--- config.mk ---
export PLATFORM = sky130hd
export DESIGN_NAME = alu_issue_ctrl
export DESIGN_NICKNAME = d
export VERILOG_FILES = /design/src/rtl/alu_issue_ctrl.sv
export SDC_FILE = /design/constraint.sdc
export NUM_CORES = 1
export LEC_CHECK = 0
export ABC_AREA = 1
export CORE_UTILIZATION = 50
export DETAILED_ROUTE_END_ITERATION = 8
export DONT_BUFFER_PORTS = 1
export PLACE_DENSITY = 0.7
export SYNTH_ARGS = -nofsm -noshare
export SYNTH_HDL_FRONTEND = slang
export SYNTH_SLANG_ARGS = --single-unit
--- constraint.sdc ---
create_clock -name clk -period 3.5 [get_ports clk]
set_clock_uncertainty 0.15 [all_clocks]
set_input_delay 0.525 -clock clk [delete_from_list [all_inputs] [get_ports clk]]
set_output_delay 0.525 -clock clk [all_outputs]
set_load 0.05 [all_outputs]
--- src/rtl/alu_issue_ctrl.sv ---
// Issue controller: decodes one MIPS instruction, drives the ALU for one cycle, returns result.
// Optional ALU_ISSUE_SIGNED_SLT_EN: flip operand MSBs on slt/slti for a signed compare.
module alu_issue_ctrl #(
  parameter int unsigned DATA_W   = 32,
  parameter logic [3:0]  NOP_CTRL = 4'b1111
) (
  input  logic              clk,
  input  logic              reset,
  input  logic              req_valid,
  output logic              req_ready,
  input  logic [5:0]        opcode,
  input  logic [5:0]        funct,
  input  logic [15:0]       imm,
  input  logic [DATA_W-1:0] rs_val,
  input  logic [DATA_W-1:0] rt_val,
  output logic [DATA_W-1:0] alu_data1,
  output logic [DATA_W-1:0] alu_data2,
  output logic [3:0]        alu_ctrl,
  input  logic [DATA_W-1:0] alu_result,
  input  logic              alu_zero,
  output logic              rsp_valid,
  input  logic              rsp_ready,
  output logic [DATA_W-1:0] rsp_result,
  output logic              rsp_zero,
  output logic              rsp_taken,
  output logic              rsp_illegal
);

  typedef enum logic [1:0] {StIdle, StExec, StResp} state_e;
  typedef enum logic [1:0] {BrNone, BrEq, BrNe} br_e;

  state_e              state_q;
  br_e                 br_q, dec_br;
  logic                ill_q, dec_ill;
  logic [3:0]          ctrl_q, dec_ctrl;
  logic [DATA_W-1:0]   data1_q, data2_q, dec_d2, slt_flip;
  logic [DATA_W-1:0]   rsp_result_q;
  logic                rsp_zero_q, rsp_taken_q, rsp_illegal_q;
  logic [DATA_W-1:0]   imm_sext, imm_zext;

  assign imm_sext = {{(DATA_W-16){imm[15]}}, imm};
  assign imm_zext = {{(DATA_W-16){1'b0}}, imm};

  always_comb begin
    dec_ctrl = NOP_CTRL;
    dec_d2   = rt_val;
    dec_br   = BrNone;
    dec_ill  = 1'b0;
    case (opcode)
      6'h00: begin
        case (funct)
          6'h20, 6'h21: dec_ctrl = 4'b0010;
          6'h22, 6'h23: dec_ctrl = 4'b0110;
          6'h24:        dec_ctrl = 4'b0000;
          6'h25:        dec_ctrl = 4'b0001;
          6'h26:        dec_ctrl = 4'b1100;
          6'h2A:        dec_ctrl = 4'b0111;
          6'h00:        dec_ctrl = NOP_CTRL;
          default:      dec_ill  = 1'b1;
        endcase
      end
      6'h08, 6'h23, 6'h2B: begin dec_ctrl = 4'b0010; dec_d2 = imm_sext; end
      6'h0A:               begin dec_ctrl = 4'b0111; dec_d2 = imm_sext; end
      6'h0C:               begin dec_ctrl = 4'b0000; dec_d2 = imm_zext; end
      6'h0D:               begin dec_ctrl = 4'b0001; dec_d2 = imm_zext; end
      6'h0E:               begin dec_ctrl = 4'b1100; dec_d2 = imm_zext; end
      6'h04:               begin dec_ctrl = 4'b0110; dec_br = BrEq; end
      6'h05:               begin dec_ctrl = 4'b0110; dec_br = BrNe; end
      default:             dec_ill = 1'b1;
    endcase
  end

`ifdef ALU_ISSUE_SIGNED_SLT_EN
  // Biasing both MSBs turns the ALU's unsigned compare into a signed one.
  assign slt_flip = (dec_ctrl == 4'b0111) ? {1'b1, {(DATA_W-1){1'b0}}} : '0;
`else
  assign slt_flip = '0;
`endif

  always_ff @(posedge clk) begin
    if (reset) begin
      state_q       <= StIdle;
      ctrl_q        <= NOP_CTRL;
      data1_q       <= '0;
      data2_q       <= '0;
      br_q          <= BrNone;
      ill_q         <= 1'b0;
      rsp_result_q  <= '0;
      rsp_zero_q    <= 1'b0;
      rsp_taken_q   <= 1'b0;
      rsp_illegal_q <= 1'b0;
    end else begin
      case (state_q)
        StIdle: begin
          if (req_valid) begin
            ctrl_q  <= dec_ill ? NOP_CTRL : dec_ctrl;
            data1_q <= rs_val ^ slt_flip;
            data2_q <= dec_d2 ^ slt_flip;
            br_q    <= dec_br;
            ill_q   <= dec_ill;
            state_q <= StExec;
          end
        end
        StExec: begin
          ctrl_q  <= NOP_CTRL;
          state_q <= StResp;
          if (ill_q) begin
            rsp_result_q  <= '0;
            rsp_zero_q    <= 1'b1;
            rsp_taken_q   <= 1'b0;
            rsp_illegal_q <= 1'b1;
          end else begin
            rsp_result_q  <= alu_result;
            rsp_zero_q    <= alu_zero;
            rsp_illegal_q <= 1'b0;
            case (br_q)
              BrEq:    rsp_taken_q <= alu_zero;
              BrNe:    rsp_taken_q <= ~alu_zero;
              default: rsp_taken_q <= 1'b0;
            endcase
          end
        end
        StResp: begin
          if (rsp_ready) state_q <= StIdle;
        end
        default: state_q <= StIdle;
      endcase
    end
  end

  assign req_ready   = (state_q == StIdle);
  assign rsp_valid   = (state_q == StResp);
  assign alu_ctrl    = ctrl_q;
  assign alu_data1   = data1_q;
  assign alu_data2   = data2_q;
  assign rsp_result  = rsp_result_q;
  assign rsp_zero    = rsp_zero_q;
  assign rsp_taken   = rsp_taken_q;
  assign rsp_illegal = rsp_illegal_q;

endmodule

==> Word-level counts from Yosys, hierarchy flattened <==
Index checks and enable logic that the tools add are counted.
{ "classes": {"n_eq_ne": 23, "n_bitwise": 1, "n_reduce_logical": 15, "muxes": 17} }
{ "ops": {"columns": ["op", "count"], "rows": [
  ["case mux 32 bit (2 select lines)", 1],
  ["== test 6 bit, second input constant", 10],
  ["two-way mux 32 bit", 1],
  ["== test 6 x 4 -> 1 bit, second input constant", 5],
  ["case mux 4 bit (7 select lines)", 1],
  ["case mux 4 bit (6 select lines)", 1],
  ["OR reduction 9 bit", 2],
  ["== test 6 x 3 -> 1 bit, second input constant", 2],
  ["zero test 6 bit", 2],
  ["two-way mux 4 bit", 2],
  ["case mux 4 bit (2 select lines)", 1],
  ["case mux 2 bit (3 select lines)", 1],
  ["AND reduction 2 bit", 3],
  ["OR reduction 2 bit", 3],
  ["OR reduction 3 bit", 2],
  ["== test 2 x 1 -> 1 bit, second input constant", 2],
  ["== test 2 bit, second input constant", 2],
  ["two-way mux 1 bit", 4],
  ["two-way mux 2 bit", 2],
  ["case mux 1 bit (2 select lines)", 2],
  ["case mux 2 bit (2 select lines)", 1],
  ["OR reduction 4 bit", 1],
  ["zero test 2 bit", 1],
  ["!= test 2 x 1 -> 1 bit, second input constant", 1],
  ["3 further kinds", 3]
]} }
{ "word_totals": {"output_inout_bits": 105, "inputBits": 129, "word_cells": 66, "register_bits": 108} }

==> Longest topological paths before layout <==
Gate-level depths: netlist of the first run.
{ "logic_depth": {"word_depth": 7, "mapped_depth": 11, "mapped_depth_nobuf": 11} }

==> Worst setup path after synthesis of the first run <==
OpenSTA, ideal clock, no wires.
{ "synth_timing": {"path_kind": "register to register", "startpoint": "register state_q[1]", "endpoint": "register data2_q[10], in the netlist alu_data2[10]", "path_stages_with_launch": 8, "arrival_time_ns": 1.680, "synth_period_minus_slack_ns": 1.886, "required_time_ns": 3.294, "setup_slack_ns": 1.614, "cell_sequence": "dfxtp_1 -> nor2_2 -> nand2_1 -> inv_2 -> clkbuf_1 -> o21ai_0 -> a21o_1 -> inv_1"} }
{ "synth_via": {"elab_chain_len": 2} }
{ "synth_lines": {"columns": ["element", "line", "text"], "rows": [
  ["from (decl)", "32", "state_e state_q;"],
  ["from (signal assigned)", "82", "state_q <= StIdle;"],
  ["from (signal assigned)", "101", "state_q <= StExec;"],
  ["from (signal assigned)", "106", "state_q <= StResp;"],
  ["zero test 2 bit", null, null],
  ["named net req_ready", "10", "output logic req_ready,"],
  ["AND reduction 2 bit (no source line)", null, null],
  ["to (signal assigned)", "98", "data2_q <= dec_d2 ^ slt_flip;"],
  ["to (decl)", "36", "logic [DATA_W-1:0] data1_q, data2_q, dec_d2, slt_flip;"]
]} }
The timed path passes the listed nets, and every way through them passes these cells.
A chain may end at the register's enable or synchronous reset.

==> Final worst setup path of the first run <==
{ "layout_timing": {"startpoint": "register state_q[1]", "endpoint": "register data2_q[28], in the netlist alu_data2[28]"} }
Same word-level chain as after synthesis.

==> results.toml, run 1 <==
[critical_path]
rrSetupSlack_ns = 1.15
crit_end = "alu_data2[28]$_SDFFE_PP0P_"
critPathMaxFanout = 40
path_class = "reg -> reg"
reg2reg_to = "alu_data2[28]$_SDFFE_PP0P_"
cp.arrival_ns = 2.48
cp-end-kind = "flip-flop"
critPathRequiredTime_ns = 3.63
ff2ff_path_depth = 6
crit-reg2reg-launch = "state_q[1]$_SDFFE_PP0P_"
startpoint = "state_q[1]$_SDFFE_PP0P_"
start_kind = "flip-flop"

[power_and_ir_drop]
combinationalPowerShare_pct = 10.1
p_leak_nw = 1.990
ir_drop_v = 0.0002806
internal-power_mw = 1.689
switching_share_pct = 37.18
power_frac_seq_pct = 63.3
p_sw_mw = 0.9995
power.density_nw_per_um2 = 579.2
pwr-share-clk_pct = 26.6

[routing]
ant_nets = 0
drc = 0
vias = 3781
drt-pass1-iter-count = 4
drt-vias-per-instance = 5.440
drtIter0Drc = 96
drt-wirelength-per-cell_um = 15.25
finalWirelength_um = 10600

[floorplanning]
initial_utilization_pct = 51.44
core_area_um2 = 8678
die_area_um2 = 9310
die_x_um = 96.49
rows = 34
die_y_um = 96.49
io_pins = 234

[global_route]
antenna_found_initial = 0
grt_pass1_vias = 3430
grt_max_degree = 51
overflow = 0
grt_pass1_wl_um = 15570
grt_usage_pct = 21.47

[cts]
htreeDepth = 3
clk_pin_slew_worst_paths_ns = 0.11
tritoncts = "yes"
cts_resized = 0
clockRootBuffer = "clkbuf_8"
clockBufferDepth = 2
cts_setup_buffers = 0
cts_sinks = 108
holdBufCountCts = 0
numCtsBuffers = 9
clk_latency_ns = 0.35

[timing]
finalMaxSlewViolations = 0
rsz0062_at_grt = "false"
finalHoldViolCount = 0
fin_crit_ns = 2.347
tightest_slew_ns = 0.9948
fin_setup_tns_ns = 0
period_share_pct = 67.07
slew_headroom_pct = 33.44
max_clock_freq_mhz = 426.0
setup_viol = 0
fin_ws_ns = 1.153

[final_layout]
drive_gt1_share_pct = 7.836
syn2layout_area_growth_pct = 3.952
num_antenna_cells = 0
nets = 711
utilization_pct = 53.47
fin_area_um2 = 4641

[status]
status = "finished, final reports clean"

[placed_design]
gp_congestion = 0.8314
hpwl_um = 7576
placed_area_um2 = 4457
port_buffers = 0
dp_slack_ns = 1.179

[logic_synthesis]
synthesis.nets = 730
avgSynthCellArea_um2 = 7.428
synth-seq-cells = 108
synth_area_um2 = 4464
yosysWarnings = 0
synth_cell_types = 29
ys_seq_area_share_pct = 48.43
syn_inst = 601

[min_path]
min_path_type = "in -> reg"

[job]
cap_violations = 0
-- power by group through the flow --
stage	clock network, mW	logic [mW]	registers (mW)
after floorplan	0	0.241	1.71
after global routing	0.795	0.317	1.72
final	0.715	0.271	1.70
after global placement	0	0.261	1.73
after CTS	0.741	0.274	1.70
after detailed placement	0	0.274	1.73
-- synthesized netlist by cell type, drive strengths merged --
| library cell | n | area [µm²] |
|---|---|---|
| nand2 | 137 | 529.3 |
| dfxtp | 108 | 2162 |
| nor2 | 95 | 382.9 |
| a21oi | 77 | 426.7 |
| o21ai | 71 | 355.3 |
| inv | 40 | 157.6 |
| clkbuf | 22 | 82.58 |
| a21o | 17 | 127.6 |
| nand3 | 14 | 85.08 |
| buf | 13 | 102.6 |
| nand3b | 2 | 18.77 |
| nand4 | 2 | 12.51 |
| nor3 | 1 | 5.000 |
| o2111ai | 1 | 8.760 |
| o21bai | 1 | 7.510 |
-- layer usage --
metal,share of wire [%],vias to the layer above,global-route usage (%)
met4,2.1,0,7.598
met3,8.3,22,7.590
met2,50,144,38.44
li1,-,1892,-
met1,39,1723,23.27
met5,0,-,0
-- flip-flops by register name, indices dropped and copies added (netlist names) --
register	flops
rsp_result	32
rsp_illegal	1
br_q	2
ill_q	1
alu_ctrl	4
rsp_zero	1
alu_data1	32
alu_data2	32
rsp_taken	1
state_q	2
-- logic make-up (layout without fill, tap and decap cells) --
logic type             Yosys count  after routing  synth area share (%)
AND/OR/NAND/NOR                251            251                 23.15
AO/OA/AOI/OAI                  167            167                 20.74
flip-flops                     108            108                 48.43
buffers and inverters           75             61                 7.679
-- worst min path at each step --
stage,slack (ns),to,start,cells after the start
after CTS,0.04,rsp_result[6]$_SDFFE_PP0P_,reset,1
after global placement,0.41,br_q[0]$_SDFFE_PP0P_,br_q[0]$_SDFFE_PP0P_,2
after floorplan,0.37,br_q[0]$_SDFFE_PP0P_,br_q[0]$_SDFFE_PP0P_,2
after detailed placement,0.40,br_q[0]$_SDFFE_PP0P_,br_q[0]$_SDFFE_PP0P_,2
after global routing,0.03,rsp_result[29]$_SDFFE_PP0P_,reset,1
final,0.06,rsp_result[7]$_SDFFE_PP0P_,reset,1
-- stage by stage --
step / power (mW) / hold WS, ns / cells
floorplan: 1.951 / 0.3715 / 601
global placement: 1.991 / 0.4063 / 679
detailed placement: 2.006 / 0.4044 / 679
CTS: 2.719 / 0.04199 / 695
global route: 2.828 / 0.02790 / 695
finish: 2.688 / 0.06242 / 695
-- worst max-delay path, stage by stage (launching register included) --
cell,delay (ns)
dfxtp_1,0.33
nor2_2,0.52
nand2_2,0.12
inv_2,0.39
buf_4,0.45
o21ai_0,0.16
a21oi_1,0.15
-- cell type report --
class	instances	area, µm²
Sequential cell	108	2162
Clock inverter	7	60.06
Multi-Input combinational cell	418	1964
Inverter	40	157.7
Clock buffer	9	123.9
Tap cell	108	135.1
Timing Repair Buffer	5	37.54
Fill cell	865	4038
-- cell usage in the layout, fill, tap and decap left out, drive strengths merged --
master      n
a21oi      77
clkinv      2
o21bai      1
nand3b      2
nand2     137
nand4       2
inv        43
clkbuf      9
dfxtp     108
nor3        1
a21o       17
nor2       95
o2111ai     1
buf         5
nand3      14
clkinvlp    2
o21ai      71
Power figures use the tool's default switching activity.
==> run 2, diff against run 1 <==
clock period = 2.19 ns   (was 3.5 ns; I/O delays follow)
==> run 2 against run 1 <==
Net effect:
- via count up 12%
- worst hold slack worse by 0.038 ns
- highest routed layer unchanged
- combinational power up 120%
- critical path type unchanged
==> results.toml, run 2 (same netlist as run 1, synthesis figures left out) <==
[power_and_ir_drop]
combinationalPowerShare_pct = 12.8
pwr-share-clk_pct = 28.5
p_leak_nw = 2.395
switching_share_pct = 34.67
p_sw_mw = 1.608
power.density_nw_per_um2 = 832.9
ir_drop_v = 0.0003966
p_total_mw = 4.638
power_frac_seq_pct = 58.7
internal-power_mw = 3.030

[final_layout]
drive_gt1_share_pct = 7.976
final_cell_mix = "134 x nand2_1, 108 x dfxtp_1, 91 x nor2_1, 81 x dlygate4sd3_1, 71 x o21ai_0"
seq_area_um2 = 2162
multi_input_area_um2 = 1964
fillCellCount = 717
final_common_cell = "nand2_1"
syn2layout_area_growth_pct = 24.75
num_antenna_cells = 0
final_cells = 785
utilization_pct = 64.17
nets = 801

[placed_design]
gp_congestion = 0.8967
port_buffers = 0
placedCellCount = 687
hpwl_um = 7753

[cts]
cts_sinks = 108
numCtsBuffers = 9
clockRootBuffer = "clkbuf_8"
cts_resized = 0
clk_pin_slew_worst_paths_ns = 0.10
tritoncts = "yes"
htreeDepth = 3
clockBufferDepth = 2
clk_latency_ns = 0.36

[timing]
hold_slack_ns = 0.02476
max_clock_freq_mhz = 499.3
setup_viol = 0
finalMaxSlewViolations = 0
period_share_pct = 91.45
slew_headroom_pct = 50.59
fin_setup_tns_ns = 0
rsz0062_at_grt = "false"
tightest_slew_ns = 0.7412
finalHoldViolCount = 0
fin_crit_ns = 2.003

[routing]
vias = 4232
drt-pass1-iter-count = 4
drtIter0Drc = 139
drt-vias-per-instance = 5.391
ant_nets = 0
finalWirelength_um = 12240
drt-wirelength-per-cell_um = 15.60
drc = 0

[critical_path]
start_kind = "flip-flop"
reg2reg_to = "rsp_result[8]$_SDFFE_PP0P_"
critPathMaxFanout = 35
cp-end-kind = "flip-flop"
cp.arrival_ns = 2.17
crit-reg2reg-launch = "state_q[1]$_SDFFE_PP0P_"
path_class = "reg -> reg"
crit_end = "rsp_result[8]$_SDFFE_PP0P_"
critPathRequiredTime_ns = 2.36
rrSetupSlack_ns = 0.19
ff2ff_path_depth = 7
startpoint = "state_q[1]$_SDFFE_PP0P_"

[global_route]
met3_usage_pct = 6.416
top_usage_layer = "met2"
grt_pass1_wl_um = 17530
overflow = 0
grt_pass1_vias = 3822
met2_usage_pct = 45.72
grt_usage_pct = 24.46
grtUsageMet1_pct = 25.83
antenna_found_initial = 0
grt_max_degree = 45

[floorplanning]
rows = 34
initial_utilization_pct = 51.44
io_pins = 234
die_area_um2 = 9310
die_y_um = 96.49
die_x_um = 96.49
core_area_um2 = 8678

[job]
cap_violations = 0

[status]
status = "finished, final reports clean"

[min_path]
min_path_type = "in -> reg"
run 2: cell types whose count changed in the layout (fill, tap and decap cells not counted):
cell           before  now
buf_12              0    1
clkinv_2            1    0
clkbuf_1            0    1
buf_4               5   13
clkinvlp_4          2    1
inv_6               1    2
bufinv_16           0    2
dlygate4sd3_1       0   81
inv_8               3    1
run 2: power by group through the flow:
stage               Sequential (mW)  Clock [mW]  Combinational, mW
CTS                            2.72        1.37              0.585
finish                         2.72        1.32              0.593
global placement               2.77           0              0.433
detailed placement             2.77           0              0.456
floorplan                      2.73           0              0.386
global route                   2.74        1.46              0.670
run 2: worst min path at each step:
stage	slack, ns	depth (start not counted)	from	to
after floorplan	0.32	2	alu_result[23]	rsp_result[23]$_SDFFE_PP0P_
after global placement	0.25	1	reset	rsp_result[11]$_SDFFE_PP0P_
after detailed placement	0.25	1	reset	rsp_result[8]$_SDFFE_PP0P_
after CTS	0.003	2	opcode[0]	br_q[1]$_SDFFE_PP0P_
after global routing	0.01	3	imm[12]	alu_data2[12]$_SDFFE_PP0P_
final	0.02	2	rs_val[24]	alu_data1[24]$_SDFFE_PP0P_
run 2: what timing repair did:
action	CTS	global route
hold buffers	82	0
endpoints found under the hold margin	87	0
setup buffers	0	0
run 2: area by class of cell:
type / instances / share of cell area (%)
clock buffers: 10 / 2.292
clock inverters: 6 / 1.685
inverters: 40 / 2.831
multi-input cells: 418 / 35.27
flip-flops and latches: 108 / 38.82
well taps: 108 / 2.426
repair buffers: 95 / 16.67
run 2: metrics by stage:
step	cell area [µm²]	setup slack, ns
2_1_floorplan	4464	0.3039
3_3_place_gp	4517	0.5309
3_5_place_dp	4517	0.4264
4_1_cts	5569	0.1925
5_1_grt	5569	0.02710
6_report	5569	0.1872
run 2: worst max-delay path: stages, from the launching register on:
cell and delay, ns:
dfxtp_1 0.33, inv_1 0.07, nand2_1 0.17, nor2_2 0.12, buf_4 0.33, nand2_1 0.08, a21oi_1 0.13, dlygate4sd3_1 0.55
run 2: metal layers:
| layer | vias to the layer above | wire length (µm) |
|---|---|---|
| met2 | 192 | 6294 |
| met5 | - | 0 |
| met1 | 1927 | 4780 |
| li1 | 2079 | - |
| met4 | 0 | 303 |
| met3 | 34 | 866 |
==> run 3, diff against run 2 <==
CORE_ASPECT_RATIO = 0.75   (was unset)
==> run 3 against run 2 <==
Net effect:
- the flow now finishes with violations (design-rule violations)
- register-to-register slack better by 0.02 ns
- sequential cell count stayed put
- critical path type unchanged
- sequential share of layout area is 1.4 points higher
- cell count shrank 4.1%
- count of clock-buffer cells in the layout unchanged
- final area is 3.6% lower
- largest power group unchanged
- critical path depth down 1
- setup slack better by 0.023 ns
- highest routed layer unchanged
- die area about the same
- maximum frequency grew 1.2%
- worst hold slack got worse by 0.013 ns
- non-clock buffer count is 32 lower
==> results.toml, run 3 (same netlist as run 1, synthesis figures left out) <==
[status]
status = "finished with violations"
violations = "design-rule violations"

[timing]
tightest_slew_ns = 0.7582
max_clock_freq_mhz = 505.1
slew_headroom_pct = 49.45
setup_viol = 0
fin_setup_tns_ns = 0
period_share_pct = 90.40
finalMaxSlewViolations = 0
fin_crit_ns = 1.980
finalHoldViolCount = 0
rsz0062_at_grt = "false"

[final_layout]
drive_gt1_share_pct = 8.062
nets = 769
final_cell_mix = "134 x nand2_1, 108 x dfxtp_1, 91 x nor2_1, 71 x o21ai_0, 66 x a21oi_1"
fin_area_um2 = 5370
syn2layout_area_growth_pct = 20.29
fillCellCount = 741
final_common_cell = "nand2_1"
multi_input_area_um2 = 1964
seq_area_um2 = 2162
num_antenna_cells = 0

[critical_path]
cp.arrival_ns = 2.11
critPathRequiredTime_ns = 2.32
cp-end-kind = "flip-flop"
path_class = "reg -> reg"
start_kind = "flip-flop"
critPathMaxFanout = 34

[floorplanning]
die_area_um2 = 9314
initial_utilization_pct = 52.13
core_area_um2 = 8563
die_y_um = 83.83
io_pins = 234
rows = 29
die_x_um = 111.1

[placed_design]
placed_area_um2 = 4519
hpwl_um = 8042
gp_congestion = 0.8187
port_buffers = 0

[routing]
drtIter0Drc = 228
ant_nets = 0
drt-pass1-iter-count = 7
drt-wirelength-per-cell_um = 16.14
finalWirelength_um = 12150
drt-vias-per-instance = 5.459
vias = 4111
drc = 20

[cts]
cts_sinks = 108
cts_resized = 0
clk_latency_ns = 0.34
cts_setup_buffers = 0
clockRootBuffer = "clkbuf_16"
numCtsBuffers = 9
tritoncts = "yes"
clk_pin_slew_worst_paths_ns = 0.07
clockBufferDepth = 2
htreeDepth = 3

[global_route]
grt_pass1_vias = 3974
grt_pass1_wl_um = 19200
overflow = 0
grt_max_degree = 40
grt_usage_pct = 25.78
antenna_found_initial = 0

[job]
cap_violations = 0

[power_and_ir_drop]
ir_drop_v = 0.0005332
p_leak_nw = 2.308
power.density_nw_per_um2 = 921.3

[min_path]
min_path_type = "in -> reg"
-- run 3: path summary, 6_finish.rpt --
path                                              start                         end  slack [ns]  cells past startpoint
worst max-delay path            state_q[1]$_SDFFE_PP0P_  rsp_result[4]$_SDFFE_PP0P_        0.21                      6
worst min register to register     br_q[0]$_SDFFE_PP0P_        br_q[0]$_SDFFE_PP0P_        0.41                      2
worst min-delay path                         rs_val[26]  alu_data1[26]$_SDFFE_PP0P_        0.01                      2
worst max register to register  state_q[1]$_SDFFE_PP0P_  rsp_result[4]$_SDFFE_PP0P_        0.21                      6
-- run 3: through the flow --
step                      worst slack, ns  power [mW]  util, %  instances  hold WS [ns]
after floorplan                    0.3039       3.118        -        601        0.3224
after global placement             0.5048       3.202    52.78        684        0.2505
after detailed placement           0.4247       3.226    52.78        684        0.2525
after CTS                          0.2306       4.971    62.71        753      0.002819
after global routing               0.1105       5.131    62.71        753      0.003905
final                              0.2103       4.947    62.71        753       0.01182
-- run 3: routing by layer --
| layer | wire length [µm] | share of wire (%) | vias to the layer above | GRT usage, % |
|---|---|---|---|---|
| li1 | - | - | 2013 | - |
| met1 | 4905 | 40 | 1869 | 29.62 |
| met2 | 5967 | 49 | 198 | 44.77 |
| met3 | 984 | 8.1 | 31 | 8.351 |
| met4 | 296 | 2.4 | 0 | 9.951 |
| met5 | 0 | 0 | - | 0 |
-- run 3: layout make-up --
type | instances | area share, %
clock inverters | 6 | 1.328
well taps | 108 | 2.516
clock buffers | 10 | 4.450
repair buffers | 63 | 11.93
flip-flops and latches | 108 | 40.26
multi-input cells | 418 | 36.58
inverters | 40 | 2.936
-- run 3: worst max-delay path, cell delays in order, from the launching register on --
cell           delay [ns]
dfxtp_1              0.35
inv_1                0.06
nand2_1              0.20
buf_4                0.38
nand2_1              0.08
a21oi_1              0.14
dlygate4sd3_1        0.56
-- run 3: timing repair --
item / in CTS / in global routing
hold buffers: 53 / 0
hold endpoints to repair: 59 / 0
setup endpoints to repair: 0 / 0
-- run 3: report_power, final --
group	internal, mW	leakage, nW	switching, mW	total, mW
clock	0.929	0.146	0.741	1.67
combinational	0.229	1.27	0.323	0.552
sequential	2.12	0.890	0.611	2.73
total	3.27	2.31	1.67	4.95
==> RTL edit, RTL diff (flow settings as in run 3) <==
Build with the macro `ALU_ISSUE_SIGNED_SLT_EN` defined.
--- a/src/rtl/alu_issue_ctrl.sv
+++ b/src/rtl/alu_issue_ctrl.sv
@@ -1,4 +1,6 @@
 // Issue controller: decodes one MIPS instruction, drives the ALU for one cycle, returns result.
 // Optional ALU_ISSUE_SIGNED_SLT_EN: flip operand MSBs on slt/slti for a signed compare.
+`define ALU_ISSUE_SIGNED_SLT_EN
+
 module alu_issue_ctrl #(
   parameter int unsigned DATA_W   = 32,
Check against the original RTL: not equivalent (Yosys sat finds a counterexample within 4 cycles, from zero or initial values and one cycle with reset high).
==> RTL edit against run 3 <==
Worst setup slack lost 0.037 ns; final area is 1.1% lower; via count down 1.0%; sequential cell count did not move; total power up 1.3%; wire length shrank 2.4%; synthesized area is 1.8% lower; final cell count down 0.66%; critical path type unchanged; largest cell class unchanged.
==> RTL edit: results (changes against run 3) <==
run_status:
  status: "complete, no violations"
route:
  met2_length_um: 5720  # -4.1%
  post_drt_wl_per_cell_um: 15.9  # -1.8%
  wl_met3_um: 1250  # +27%
  drtIter0Drc: 277  # +21%
logic_synthesis:
  yosysUniqueCellTypes: 27  # -6.9%
  synthTopCellsByCount: "nand2_1 (143), dfxtp_1 (108), nor2_1 (84)"
  yosysSeqAreaShare: 0.493  # +0.00899
cells_and_area:
  clock_area_frac: 0.0613  # +0.00348
  nonClkBufAreaFrac: 0.118  # -0.00124
  final.clkbuf_count: 11  # +1
  areaGrowthSynthToFinish_pct: 21.2
  inv_count: 47  # +18%
  n_all_buffers: 61  # -3.2%
  layout.nets: 764  # -0.65%
  fillers: 705  # -4.9%
worst_setup_path:
  reg2reg_from: "state_q[0]$_SDFFE_PP0P_"
  path_max_fanout: 36  # +5.9%
  reg2reg_slack_ns: 0.17  # -0.04 ns
  ff2ff_path_depth: 7  # +1
clocking:
  ctsHoldBuffers: 52  # -1.9%
sta:
  min_period_ns: 2.02  # +0.0372 ns
  max_slew.worst_pin.slew_ns: 0.585  # -0.173 ns
die:
  die_area_um2: 9150  # -1.8%
pwr:
  p_sw_frac: 0.327  # -0.0114
  clkPwrFrac: 0.348  # +0.011
  comb_cell_power_mw: 0.541  # -2%
  vdd.ir_drop.worst_mv: 0.699  # +31%
  p_per_area_nw_per_um2: 944  # +2.4%
  leakage_nw: 2.30  # -0.44%
global_route:
  grt_usage: 0.255  # -0.00320
  grt_max_degree: 51  # +28%
  grt_pass1_vias: 3763  # -5.3%
  grt_pass1_wl_um: 18100  # -5.9%
  use_met3: 0.103  # +0.0193
placed_design:
  dpl_worst_slack_ns: 0.245  # -0.179 ns
-- RTL edit: cell types whose count changed after synthesis, moves of 2 or more --
cell      before  now
nand3_1       11   34
o21ai_0       71   53
a21o_1        17    0
o211ai_1       0   17
a21oi_2       11    0
a21oi_1       66   56
nand2_1      135  143
nor2_1        92   84
inv_1         37   44
buf_2          6   11
clkbuf_1      22   17
a31oi_1        0    2
nand2_2        0    2
nor2_4         1    3
-- RTL edit: worst min-delay path by stage --
stage / startpoint / end / slack, ns / cells after the start
after floorplan: br_q[1]$_SDFFE_PP0P_ / br_q[1]$_SDFFE_PP0P_ / 0.31 / 2
after global placement: reset / rsp_result[11]$_SDFFE_PP0P_ / 0.25 / 1
after detailed placement: reset / rsp_result[2]$_SDFFE_PP0P_ / 0.25 / 1
after CTS: rs_val[21] / alu_data1[21]$_SDFFE_PP0P_ / 0.0006 / 2
after global routing: rs_val[28] / alu_data1[28]$_SDFFE_PP0P_ / 0.004 / 2
final: rs_val[21] / alu_data1[21]$_SDFFE_PP0P_ / 0.009 / 2
